[src/rtl/lsu_pkg.sv]
// ---------------------------------------------------------------------------
// lsu_pkg
// Shared types and constants for the load/store unit: the access-size
// encoding carried on req_size, the unit's FSM states, the data-word geometry
// and a helper that flags requests the unit must reject.
// ---------------------------------------------------------------------------
package lsu_pkg;

  localparam int DATA_W         = 32;
  localparam int BYTES_PER_WORD = 4;

  // Encoding 2'd3 is reserved and is always rejected as an error.
  typedef enum logic [1:0] {
    SZ_BYTE = 2'd0,
    SZ_HALF = 2'd1,
    SZ_WORD = 2'd2
  } size_e;

  typedef enum logic [1:0] {
    ST_IDLE,
    ST_ACCESS,
    ST_WRITE,
    ST_RESP
  } state_e;

  // A request is rejected when its size is reserved or when it is not
  // naturally aligned within the word.
  function automatic logic is_misaligned(input logic [1:0] size,
                                         input logic [1:0] offset);
    logic bad;
    case (size)
      SZ_BYTE: bad = 1'b0;
      SZ_HALF: bad = offset[0];
      SZ_WORD: bad = (offset != 2'b00);
      default: bad = 1'b1;
    endcase
    return bad;
  endfunction

endpackage

[src/rtl/lsu_align.sv]
// ---------------------------------------------------------------------------
// lsu_align
// Combinational byte-lane steering for the load/store unit.
//   size_i    access size (byte / half / word)
//   signed_i  sign-extend sub-word load results
//   offset_i  byte offset of the access inside the word
//   rdata_i   word read from memory
//   wdata_i   right-aligned store data
//   load_o    addressed lane of rdata_i, zero/sign-extended to a full word
//   merge_o   rdata_i with the addressed lane(s) replaced by wdata_i
// Only aligned accesses reach this block, so a half access always sits at
// offset 0 or 2 and a word access at offset 0.
// ---------------------------------------------------------------------------
module lsu_align
  import lsu_pkg::*;
(
  input  logic [1:0]                        size_i,
  input  logic                              signed_i,
  input  logic [$clog2(BYTES_PER_WORD)-1:0] offset_i,
  input  logic [DATA_W-1:0]                 rdata_i,
  input  logic [DATA_W-1:0]                 wdata_i,
  output logic [DATA_W-1:0]                 load_o,
  output logic [DATA_W-1:0]                 merge_o
);

  logic [4:0]        shiftAmt;
  logic [DATA_W-1:0] shifted;
  logic [DATA_W-1:0] laneMask;

  // The addressed lane is moved down to bit 0 for loads; for stores the
  // right-aligned data is moved up under a mask covering the same lane.
  always_comb begin
    shiftAmt = {offset_i, 3'b000};
    shifted  = rdata_i >> shiftAmt;
    load_o   = rdata_i;
    laneMask = 32'hFFFF_FFFF;
    case (size_i)
      SZ_BYTE: begin
        load_o   = {{24{signed_i & shifted[7]}}, shifted[7:0]};
        laneMask = 32'h0000_00FF << shiftAmt;
      end
      SZ_HALF: begin
        load_o   = {{16{signed_i & shifted[15]}}, shifted[15:0]};
        laneMask = 32'h0000_FFFF << shiftAmt;
      end
      default: begin
        load_o   = rdata_i;
        laneMask = 32'hFFFF_FFFF;
      end
    endcase
    merge_o = (rdata_i & ~laneMask) | ((wdata_i << shiftAmt) & laneMask);
  end

endmodule

[src/rtl/load_store_unit.sv]
// ---------------------------------------------------------------------------
// load_store_unit
// Core-side initiator for a word-organised data memory. Takes one load or
// store at a time, drives registered memory pins, and returns load data or a
// store acknowledge. Sub-word stores are done as read-modify-write because
// the memory only writes whole words.
//   clk_i, rst_ni          clock, asynchronous active-low reset
//   req_*_i / req_ready_o  request port (valid/ready, accepted only in IDLE)
//   rsp_*_o / rsp_ready_i  response port (held until accepted)
//   mem_addr_o             word address to memory
//   mem_wdata_o, mem_we_o  write word and single-cycle write strobe
//   mem_rdata_i            combinational read word from memory
// ---------------------------------------------------------------------------
module load_store_unit
  import lsu_pkg::*;
#(
  parameter int ADDR_W = 8
) (
  input  logic              clk_i,
  input  logic              rst_ni,
  input  logic              req_valid_i,
  output logic              req_ready_o,
  input  logic              req_write_i,
  input  logic [1:0]        req_size_i,
  input  logic              req_signed_i,
  input  logic [ADDR_W+1:0] req_addr_i,
  input  logic [DATA_W-1:0] req_wdata_i,
  output logic              rsp_valid_o,
  input  logic              rsp_ready_i,
  output logic [DATA_W-1:0] rsp_rdata_o,
  output logic              rsp_err_o,
  output logic [ADDR_W-1:0] mem_addr_o,
  output logic [DATA_W-1:0] mem_wdata_o,
  output logic              mem_we_o,
  input  logic [DATA_W-1:0] mem_rdata_i
);

  state_e            state_q;
  logic              write_q;
  logic [1:0]        size_q;
  logic              signed_q;
  logic [1:0]        offset_q;
  logic [DATA_W-1:0] wdata_q;
  logic [DATA_W-1:0] rsp_rdata_q;
  logic              rsp_err_q;
  logic [ADDR_W-1:0] mem_addr_q;
  logic [DATA_W-1:0] mem_wdata_q;
  logic              mem_we_q;

  logic [DATA_W-1:0] loadData;
  logic [DATA_W-1:0] mergeData;

  lsu_align u_align (
    .size_i   (size_q),
    .signed_i (signed_q),
    .offset_i (offset_q),
    .rdata_i  (mem_rdata_i),
    .wdata_i  (wdata_q),
    .load_o   (loadData),
    .merge_o  (mergeData)
  );

  assign req_ready_o = (state_q == ST_IDLE);
  assign rsp_valid_o = (state_q == ST_RESP);
  assign rsp_rdata_o = rsp_rdata_q;
  assign rsp_err_o   = rsp_err_q;
  assign mem_addr_o  = mem_addr_q;
  assign mem_wdata_o = mem_wdata_q;
  assign mem_we_o    = mem_we_q;

  // Request capture, FSM and registered memory pins. mem_addr and a word
  // store's write data are loaded on the handshake edge so they are already
  // valid throughout ACCESS; mem_we is a one-cycle pulse that defaults low
  // every cycle, so an async reset in WRITE cancels the pending write.
  always_ff @(posedge clk_i or negedge rst_ni) begin
    if (!rst_ni) begin
      state_q     <= ST_IDLE;
      write_q     <= 1'b0;
      size_q      <= 2'd0;
      signed_q    <= 1'b0;
      offset_q    <= 2'd0;
      wdata_q     <= '0;
      rsp_rdata_q <= '0;
      rsp_err_q   <= 1'b0;
      mem_addr_q  <= '0;
      mem_wdata_q <= '0;
      mem_we_q    <= 1'b0;
    end else begin
      mem_we_q <= 1'b0;
      case (state_q)
        ST_IDLE: begin
          if (req_valid_i) begin
            write_q     <= req_write_i;
            size_q      <= req_size_i;
            signed_q    <= req_signed_i;
            offset_q    <= req_addr_i[1:0];
            wdata_q     <= req_wdata_i;
            rsp_rdata_q <= '0;
            if (is_misaligned(req_size_i, req_addr_i[1:0])) begin
              rsp_err_q <= 1'b1;
              state_q   <= ST_RESP;
            end else begin
              rsp_err_q  <= 1'b0;
              mem_addr_q <= req_addr_i[ADDR_W+1:2];
              if (req_write_i && (req_size_i == SZ_WORD)) begin
                mem_wdata_q <= req_wdata_i;
                mem_we_q    <= 1'b1;
              end
              state_q <= ST_ACCESS;
            end
          end
        end
        ST_ACCESS: begin
          if (!write_q) begin
            rsp_rdata_q <= loadData;
            state_q     <= ST_RESP;
          end else if (size_q == SZ_WORD) begin
            state_q <= ST_RESP;
          end else begin
            // Old word is on mem_rdata now; write back the merged word next.
            mem_wdata_q <= mergeData;
            mem_we_q    <= 1'b1;
            state_q     <= ST_WRITE;
          end
        end
        ST_WRITE: begin
          state_q <= ST_RESP;
        end
        ST_RESP: begin
          if (rsp_ready_i) begin
            state_q <= ST_IDLE;
          end
        end
        default: begin
          state_q <= ST_IDLE;
        end
      endcase
    end
  end

endmodule

[config.mk]
export PLATFORM = sky130hd
export DESIGN_NAME = load_store_unit
export DESIGN_NICKNAME = d
export VERILOG_FILES = /design/src/rtl/lsu_pkg.sv /design/src/rtl/lsu_align.sv /design/src/rtl/load_store_unit.sv
export SDC_FILE = /design/constraint.sdc
export NUM_CORES = 1
export LEC_CHECK = 0
export CORE_MARGIN = 2
export CORE_UTILIZATION = 50
export CTS_CLUSTER_DIAMETER = 30
export DETAILED_ROUTE_END_ITERATION = 12
export DONT_BUFFER_PORTS = 1
export PLACE_DENSITY_LB_ADDON = 0.2
export SYNTH_ARGS = -nofsm -noshare
export SYNTH_HDL_FRONTEND = slang
export SYNTH_HIERARCHICAL = 1
export SYNTH_SLANG_ARGS = --single-unit
[constraint.sdc]
create_clock -name clk_i -period 5 [get_ports clk_i]
set_input_delay 0.5 -clock clk_i [delete_from_list [all_inputs] [get_ports clk_i]]
set_output_delay 0.5 -clock clk_i [all_outputs]
set_load 0.01 [all_outputs]
* Yosys cells after proc, flatten, opt, wreduce, memory -nomap -nowiden
Cells that the tools add are included.
Word-level totals: logic and storage cells 74, bits of input ports 82, register bits after elaboration 114, output and inout bits 76
Operators by class: mux-type cells 27, reduce and logical (&&, ||, !) cells 11, shifts and indexed selects 4, equality and inequality tests 14, bitwise logic cells 7
Operators with widths (number):
- $pmux 32 s2 | 4
- $mux 32 | 7
- $and 32x32->32 | 2
- $not 32->32 | 1
- $or 32x32->32 | 1
- $shl 16x5->32 const A | 1
- $shl 32x5->32 | 1
- $shl 8x5->32 const A | 1
- $shr 32x5->16 | 1
- $mux 1 | 10
- $ne 2x2->1 const B | 5
- $eq 2x2->1 const B | 4
- $pmux 2 s4 | 1
- $eq 2x1->1 const B | 3
- $logic_not 2->1 | 3
- $mux 2 | 3
- $reduce_and 3->1 | 2
- $reduce_and 6->1 | 1
- $ne 2x1->1 const B | 2
- $reduce_and 2->1 | 2
- $reduce_bool 2->1 | 2
- $pmux 1 s3 | 1
- $and 1x1->1 | 2
- $pmux 1 s2 | 1
- 2 further kinds | 2

* Depth between registers and ports, before layout
Gate-level depths: netlist (run 1).
depth after elaboration 8, mapped depth 8

* By module
Netlist (run 1), hierarchy kept.
Modules (own cells, without submodules):
- load_store_unit | cells each 372, area each 4991.0 µm², instances 1, sequential area each 2852.7 µm²
- lsu_align | cells each 256, area each 1661.6 µm², instances 1, sequential area each 0.0 µm²

* Least setup slack after synthesis (run 1)
No wires, ideal clock.
path kind register -> register, from reg offset_q[0], to reg mem_wdata_q[16], in the netlist mem_wdata_o[16], clock period less this slack 2.136 ns, buffers on the path 2, arrival time 2.011 ns, stages on the path, launching flop included 8, setup slack 2.864 ns, setup time 0.125 ns, cell sequence dfrtp_1 > buf_6 > nor2b_4 > buf_6 > a211oi_4 > mux2_2 > mux2_2 > mux2_4
Between the ends: longest elaborated chain between the ends 8, elaborated cells on any way between the ends 11, those cells by class shift (3); mux (4); bitwise (4)
RTL lines:
- start, declared | line load_store_unit.sv:42 | logic [1:0] offset_q;
- start signal, assigned | line load_store_unit.sv:96 | offset_q <= req_addr_i[1:0];
- $shl 16x5->32 / $shl 8x5->32 (equally long branches) | line lsu_align.sv:44, lsu_align.sv:40
- $pmux 32 s2 | line lsu_align.sv:37 | case (size_i)
- $not 32->32 | line lsu_align.sv:51 | merge_o = (rdata_i & ~laneMask) | ((wdata_i << shiftAmt) & laneMask);
- $and 32x32->32 | line lsu_align.sv:51
- $or 32x32->32 * | line lsu_align.sv:51
- via mergeData[16] | line load_store_unit.sv:51 | logic [DATA_W-1:0] mergeData;
- $mux 32 * | line load_store_unit.sv:117 | end else if (size_q == SZ_WORD) begin
- $mux 32 * | line load_store_unit.sv:114 | if (!write_q) begin
- $pmux 32 s2 * | line load_store_unit.sv:90 | case (state_q)
- end signal, assigned | line load_store_unit.sv:106 | mem_wdata_q <= req_wdata_i;
- end signal, assigned | line load_store_unit.sv:121 | mem_wdata_q <= mergeData;
- end, declared | line load_store_unit.sv:47 | logic [DATA_W-1:0] mem_wdata_q;
The timed path passes the listed nets; every way through them passes the cells marked *. The select of a mux whose other input is x is not followed. A chain may end at the register's enable or synchronous reset.

* Final worst setup path (run 1)
Ends and elaborated chain as after synthesis.

==> results of run 1 <==
-- worst max-delay path by stage --
| stage | slack, ns | end | from | cells after the start |
|---|---|---|---|---|
| finish | 2.26 | mem_wdata_o[16] | offset_q[0] | 6 |
| detailed placement | 2.29 | mem_wdata_o[16] | offset_q[0] | 6 |
| CTS | 2.29 | mem_wdata_o[16] | offset_q[1] | 6 |
| global placement | 2.34 | mem_wdata_o[19] | offset_q[0] | 6 |
| global route | 2.12 | mem_wdata_o[17] | offset_q[1] | 6 |
| floorplan | 2.86 | mem_wdata_o[16] | offset_q[0] | 7 |
-- state kept, by name (all words and copies together) (netlist names) --
register / count
mem_wdata_o: 32
rsp_rdata_o: 32
wdata_q: 32
mem_addr_o: 8
offset_q: 2
size_q: 2
state_q: 2
mem_we_o: 1
rsp_err_o: 1
signed_q: 1
write_q: 1
-- worst max-delay path, cell delays in order (launching register included) --
cell and delay, ns:
dfrtp_2 0.72, nor2b_1 0.31, buf_4 0.26, a211oi_4 0.42, mux2_2 0.40, mux2_2 0.26
mux2_4 0.27
-- what timing repair did --
| action | 4_1_cts | 5_1_grt |
|---|---|---|
| setup endpoints to repair | 0 | 0 |
| setup buffers | 0 | 0 |
| hold buffers | 1 | 0 |
| endpoints found under the hold margin | 114 | 0 |
-- kinds of logic after synthesis --
kind of cell	synth area share (%)
AND/OR/NAND/NOR	9.99
flip-flops	42.9
AO/OA/AOI/OAI	12.8
multiplexers	29.0
buffers and inverters	4.51
adder cells (fa/ha/maj)	0.752
-- through the flow --
step	hold WS (ns)	cells
after detailed placement	0.208	763
after floorplan	0.204	628
after global routing	0.0756	794
final	-0.0116	794
after CTS	0.0495	794
after global placement	0.208	763
-- where the power goes --
| group | internal [mW] | switching [mW] |
|---|---|---|
| Sequential | 1.36 | 0.546 |
| Clock | 0.797 | 0.425 |
| Combinational | 1.28 | 1.31 |
-- final cells by class --
| class | instances | area (um^2) |
|---|---|---|
| Clock inverter | 11 | 138 |
| Clock buffer | 19 | 453 |
| Tap cell | 176 | 220 |
| Sequential cell | 114 | 2850 |
| Timing Repair Buffer | 7 | 72.6 |
| Fill cell | 1154 | 5860 |
| Multi-Input combinational cell | 457 | 3500 |
| Inverter | 10 | 37.5 |
-- per-layer routing --
metal  GRT usage (%)  up-vias  share of wire, %
li1                -     2184                 -
met1            34.0     2279                42
met2            42.0      170                48
met3            8.52       22               8.4
met4            8.38        0               1.6
met5               0        -                 0
-- placed cells by master (no fill, tap or decap), drive strengths merged, types with 7 or more instances in the layout --
cell | Yosys | final
a211oi | 9 | 9
a21oi | 13 | 13
a221oi | 7 | 7
a22oi | 7 | 7
buf | 35 | 7
clkbuf | 12 | 19
dfrtp | 114 | 114
inv | 10 | 10
mux2 | 140 | 140
mux2i | 23 | 23
nand2 | 131 | 131
nor2b | 12 | 12
o21ai | 74 | 74
o31ai | 16 | 16
==> results.ini, run 1 <==
[sta]
rsz0062_at_grt=no
slew_headroom_pct=36.3
fin_hold_ws_ns=-0.0116
setup_violations=0
setup_tns_ns=0
slew_viol_final=0
min_period_ns=2.74
finalCritPeriodShare_pct=54.8
worst_slack_ns=2.26
final_hold_viol_count=19
tightest_slew_ns=0.951
final.setup_skew_ns=0.00834
fmaxAchievable_mhz=365

[placed_design]
place_ws_ns=2.29
io_buffer_count=0
post_dp_cell_area_mm2=0.00666
dp_hpwl_mm=13.1
routabilityCongestion=0.860

[yosys]
netlist-cell-type-count=45
dominantRegCellSynth=dfrtp_1
async_reset_ff_share_pct=100
seq_area_frac_synth_pct=42.9
yosys-top-cells-area=dfrtp_1 43%, mux2_2 18%, nand2_1 7.3%
ys_ff_latch=114
yosys_warnings=6
syn_nets=714
synth_edf_count=0
syn_avg_cell_area_um2=10.6
syn_area_mm2=0.00665
netlist_top_cells_count=130 x nand2_1, 114 x dfrtp_1, 109 x mux2_2
yosys.area.top_type=dfrtp_1
synth_most_common_cell=nand2_1
yosys.area.top_type_share_pct=42.9
synth_cells=628

[clock_network]
clock_sinks=114
cts_tree=built
ctsHtreeMaxLevel=4
numCtsBuffers=17
clk_pin_slew_ns=0.05
clock_tree.buffer_depth=2
cts_resized=0
cts-root-buf=clkbuf_16
insertion_delay_ns=0.43

[worst_setup_path]
crit_path_end_kind=flip-flop
timing.rr.start=offset_q[0]
rrSetupSlack_ns=2.26
path_class=reg2reg
regToRegEndpoint=mem_wdata_o[16]
worstPathMaxFanout=26
critPathRequiredTime_ns=5.31
crit_arrival_ns=3.05
start_kind=flip-flop
rr_worst_depth=6

[layout]
layout-drive-gt1-share_pct=31.2
fin_util_pct=55.4
syn2layout_area_growth_pct=9.39
diodes=0
final_area_mm2=0.00728
nets=693

[drt]
via_per_inst=5.86
vias=4655
first_iter_violations=395
wire_per_inst_um=22.9
antenna_left=0
routed_wl_mm=18.2
drc=0
drt_first_pass_iters=5

[floorplanning]
core-area_mm2=0.0131
dieArea_mm2=0.0142
ios=158
die_height_um=119
die_w_um=119
num_rows=42
start_util_pct=50.6

[pwr]
power_density_mw_per_mm2=786
ir_worst_vdd_uv=479
p_leak_nw=3.14
power_mw=5.72

[grt]
gr-total-overflow=0
grt_first_pass_wirelength_mm=28.1
first_global_vias=4796
grtUsageTotal_pct=26.3
antenna_found_initial=0
grt_start_max_net_pins=115

[worst_hold_path]
hold_class=in2async

[status]
status=finished, violations left
violations=negative hold slack

[flow_run]
max_cap_violations=0

Power figures use the tool's default switching activity.
==> inputs of run 2 (changes only) <==
ABC_AREA = 1   (was unset)
clock period = 2.5 ns   (was 5 ns; I/O delays follow)
==> results.ini, run 2 <==
[status]
status=finished, violations left
violations=negative hold slack

[clock_network]
clock_tree.buffer_depth=2
clock_sinks=114
cts_tree=built
numCtsBuffers=17
cts_hold_buffers=21
post-cts-setup-buffers=0
clk_pin_slew_ns=0.05
cts_resized=0
ctsHtreeMaxLevel=4
cts-root-buf=clkbuf_16
insertion_delay_ns=0.42

[sta]
worst_slack_ns=0.328
fin_hold_ws_ns=-0.473
slew_headroom_pct=55.2
tightest_slew_ns=0.671
final_hold_viol_count=114
final.setup_skew_ns=0.00722
rsz0062_at_grt=no
min_period_ns=2.17
setup_tns_ns=0
fmaxAchievable_mhz=460
slew_viol_final=0
setup_violations=0
finalCritPeriodShare_pct=86.9

[worst_setup_path]
worst-path-buf-inv=2
critical_path.cell_chain=inv_1 -> ha_1 -> inv_1 -> nand2_1 -> nand2_2 -> nor2_4 -> nand3_2 -> nand2_1 -> nand2_1
crit_start=state_q[1]
path_class=reg2reg
critPathTopFamily=simple AND/OR/NAND/NOR gates
crit_arrival_ns=2.48
timing.rr.start=state_q[1]
critPathMaxStageDelay_ns=0.51
regToRegEndpoint=mem_wdata_o[12]
rr_worst_depth=9
crit_path_end_kind=flip-flop
slowest_stage=nand3_2
worst_path_most_repeated_cell=nand2_1
critPathRequiredTime_ns=2.80
worstPathMaxFanout=32
start_kind=flip-flop
rrSetupSlack_ns=0.33

[yosys]
syn_nets=1038
ys_ff_latch=114
synth_compound_area_share_pct=12.0
synthAdderAreaFrac_pct=0.754
synthMuxAreaShare_pct=0
async_reset_ff_share_pct=100
seq_area_frac_synth_pct=43.0
yosys.area.top_type=dfrtp_1
yosys.area.top_type_share_pct=43.0
syn_area_mm2=0.00664
netlist-cell-type-count=27
netlist_top_cells_count=368 x nand2_1, 114 x dfrtp_1, 112 x o21ai_0
dominantRegCellSynth=dfrtp_1
synth_most_common_cell=nand2_1
synth_cells=952
synthSimpleGateAreaFrac_pct=33.9
syn_avg_cell_area_um2=6.97
yosys-top-cells-area=dfrtp_1 43%, nand2_1 21%, o21ai_0 8.4%
synth_xor_area_share_pct=0
synth_edf_count=0
synth_top_family_by_area=simple AND/OR/NAND/NOR gates
yosys_warnings=6

[placed_design]
post_dp_cell_area_mm2=0.00666
dp_hpwl_mm=13.4
dp.cells=1083
io_buffer_count=0
place_ws_ns=0.295
routabilityCongestion=0.905

[pwr]
power_density_mw_per_mm2=1430
ir_worst_vdd_uv=1080
p_leak_nw=3.74

[floorplanning]
core-area_mm2=0.0131
die_w_um=119
ios=158
num_rows=42
start_util_pct=50.7
die_height_um=119
dieArea_mm2=0.0142

[flow_run]
max_cap_violations=0

[layout]
syn2layout_area_growth_pct=11.2
fillCellCount=1303
fin_util_pct=56.4
layout-drive-gt1-share_pct=6.58
fin_cells=1134
final_common_cell=nand2_1
layout_common_cells=367 x nand2_1, 114 x dfrtp_1, 112 x o21ai_0, 97 x nand3_1, 92 x inv_1
final_area_mm2=0.00738
nets=1033
diodes=0

[drt]
drc=0
drt_first_pass_iters=7
antenna_left=0
first_iter_violations=534
wire_per_inst_um=16.8
routed_wl_mm=19.1
via_per_inst=5.36
vias=6075

[grt]
first_global_vias=5951
grt_first_pass_wirelength_mm=30.4
gr-total-overflow=0
grtUsageTotal_pct=27.6
grt_start_max_net_pins=115
antenna_found_initial=0

[worst_hold_path]
hold_class=in2async

[run 2: where the power goes]
group          switching, mW  internal [mW]  total [mW]
Combinational           3.30           1.49        4.78
Sequential             0.914           2.71        3.63
Clock                  0.803           1.32        2.12
Total                   5.01           5.52        10.5
[run 2: through the flow]
step	hold slack [ns]	power [mW]
3_3_place_gp	-0.0399	8.30
3_5_place_dp	-0.0424	8.37
4_1_cts	-0.488	10.6
5_1_grt	-0.495	11.4
2_1_floorplan	-0.0456	7.33
6_report	-0.473	10.5
[run 2: worst max path at each step]
stage,end,cells after the start
2_1_floorplan,mem_wdata_o[10],10
3_3_place_gp,mem_wdata_o[25],9
3_5_place_dp,mem_wdata_o[12],9
4_1_cts,mem_wdata_o[12],9
5_1_grt,mem_wdata_o[5],9
6_report,mem_wdata_o[12],9
[run 2: cells by family after synthesis]
kind of cell / Yosys count
compound gates: 149
fa+ha+maj: 4
simple gates: 526
flops: 114
buf+inv: 159
[run 2: area by class of cell]
type	count	area, um^2	area share [%]
clock buffer	24	482	6.53
clock inverter	6	32.5	0.441
inverter	102	383	5.19
multi-input combinational	679	3100	42.0
sequential	114	2850	38.6
tap	176	220	2.98
timing repair buffer	33	313	4.24
[run 2: layer usage]
layer  share of wire [%]  vias to the layer above  GRT usage, %
met3                 8.6                       35          10.1
met5                   0                        -             0
met2                  47                      262          44.1
met4                 2.6                        0          12.2
li1                    -                     3045             -
met1                  42                     2733          33.3
==> inputs of run 3 (changes only) <==
CAP_MARGIN = 40   (was unset)
clock period = 2.7 ns   (was 2.5 ns; I/O delays follow)
==> results.ini, run 3 (synthesized netlist as in run 2, its figures left out) <==
[drt]
drt_first_pass_iters=5
first_iter_violations=521
via_per_inst=5.50
routed_wl_mm=19.5
drc=0
vias=6186
wire_per_inst_um=17.3
antenna_left=0

[placed_design]
place_ws_ns=0.421
io_buffer_count=0
routabilityCongestion=0.967
dp_hpwl_mm=13.5

[grt]
antenna_found_initial=0
grt_start_max_net_pins=115
first_global_vias=6022
grt_first_pass_wirelength_mm=31.2
gr-total-overflow=0
grtUsageTotal_pct=28.2

[clock_network]
cts_tree=built
ctsHtreeMaxLevel=4
clock_sinks=114
cts_resized=0
cts-root-buf=clkbuf_16
clock_tree.buffer_depth=2
cts_hold_buffers=11
post-cts-setup-buffers=0
insertion_delay_ns=0.41
clk_pin_slew_ns=0.05
numCtsBuffers=17

[layout]
diodes=0
fillCellCount=1264
regArea_mm2=0.00285
nets=1022
layout_common_cells=367 x nand2_1, 114 x dfrtp_1, 112 x o21ai_0, 97 x nand3_1, 92 x inv_1
syn2layout_area_growth_pct=11.5
layout-drive-gt1-share_pct=7.06
fin_util_pct=56.6
final_common_cell=nand2_1
multiInputGateArea_mm2=0.00310

[sta]
slew_headroom_pct=53.3
setup_violations=0
rsz0062_at_grt=no
worst_slack_ns=0.359
fmaxAchievable_mhz=427
final_hold_viol_count=114
final.setup_skew_ns=0.00796
min_period_ns=2.34
tightest_slew_ns=0.700
finalCritPeriodShare_pct=86.7
setup_tns_ns=0
slew_viol_final=0
fin_hold_ws_ns=-0.450

[floorplanning]
num_rows=42
die_w_um=119
die_height_um=119
ios=158
start_util_pct=50.7
dieArea_mm2=0.0142
core-area_mm2=0.0131

[pwr]
seqPwrFrac_pct=33.2
switching_share_pct=45.9
switchingPower_mw=4.71
p_leak_nw=3.76
p_comb_share_pct=42.8
clkPwrFrac_pct=24.1
ir_worst_vdd_uv=894
power_density_mw_per_mm2=1380
intPower_mw=5.54

[status]
status=finished, violations left
violations=negative hold slack

[worst_setup_path]
crit_path_end_kind=flip-flop
crit_arrival_ns=2.69
start_kind=flip-flop
critPathRequiredTime_ns=3.05
path_class=reg2reg
worstPathMaxFanout=27

[worst_hold_path]
hold_class=in2async

[flow_run]
max_cap_violations=0

-- run 3: cell types whose count changed in the layout (fill, tap and decap cells not counted) --
cell,delta
dlygate4sd3_1,-10
bufinv_16,+5
clkbuf_1,-3
clkinv_2,+2
buf_4,-1
clkbuf_8,-1
clkinvlp_4,-1
-- run 3: worst max-delay path: stages (launching register included) --
cell      delay [ns]
dfrtp_1         0.69
inv_2           0.34
nor2_4          0.31
buf_4           0.23
nand2_1         0.07
o211ai_1        0.10
nand2_1         0.08
nand2_1         0.07
nand2_1         0.05
o21ai_0         0.13
nand4_1         0.12
nand2_1         0.09
-- run 3: cell type report --
| type | instances | area share [%] |
|---|---|---|
| sequential | 114 | 38.5 |
| tap | 176 | 2.97 |
| clock inverter | 12 | 2.50 |
| inverter | 102 | 5.17 |
| clock buffer | 20 | 6.17 |
| timing repair buffer | 22 | 2.77 |
| multi-input combinational | 679 | 41.9 |
-- run 3: power groups by stage --
stage	sequential [mW]	clock, mW	combinational [mW]
final	3.40	2.47	4.38
after CTS	3.40	2.48	4.38
after floorplan	3.18	0	3.61
after global routing	3.50	2.57	5.00
after detailed placement	3.41	0	4.33
after global placement	3.42	0	4.27
-- run 3: path summary, 6_finish.rpt --
path / startpoint / to / slack, ns / cells after the start
setup / recovery: offset_q[0] / mem_wdata_o[17] / 0.36 / 11
hold / removal: rst_ni / mem_wdata_o[5] / -0.45 / 0
setup reg to reg: offset_q[0] / mem_wdata_o[17] / 0.36 / 11
hold reg to reg: wdata_q[5] / wdata_q[5] / 0.49 / 2
max in group asynchronous: rst_ni / rsp_rdata_o[28] / 2.99 / 0
min in group clk_i: req_wdata_i[6] / wdata_q[6] / 0.02 / 2
-- run 3: through the flow --
step	cells	total power, mW	instance area (um^2)
finish	1125	10.3	7400
detailed placement	1082	7.74	6650
global route	1125	11.1	7400
global placement	1082	7.69	6650
CTS	1125	10.3	7400
floorplan	952	6.79	6640
-- run 3: metal layers --
layer / vias to the layer above / global-route usage (%) / wire (um)
met5: - / 0 / 0
met4: 0 / 10.6 / 409
met3: 30 / 9.43 / 1740
met2: 267 / 45.4 / 9260
met1: 2867 / 35.2 / 8080
li1: 3022 / - / -
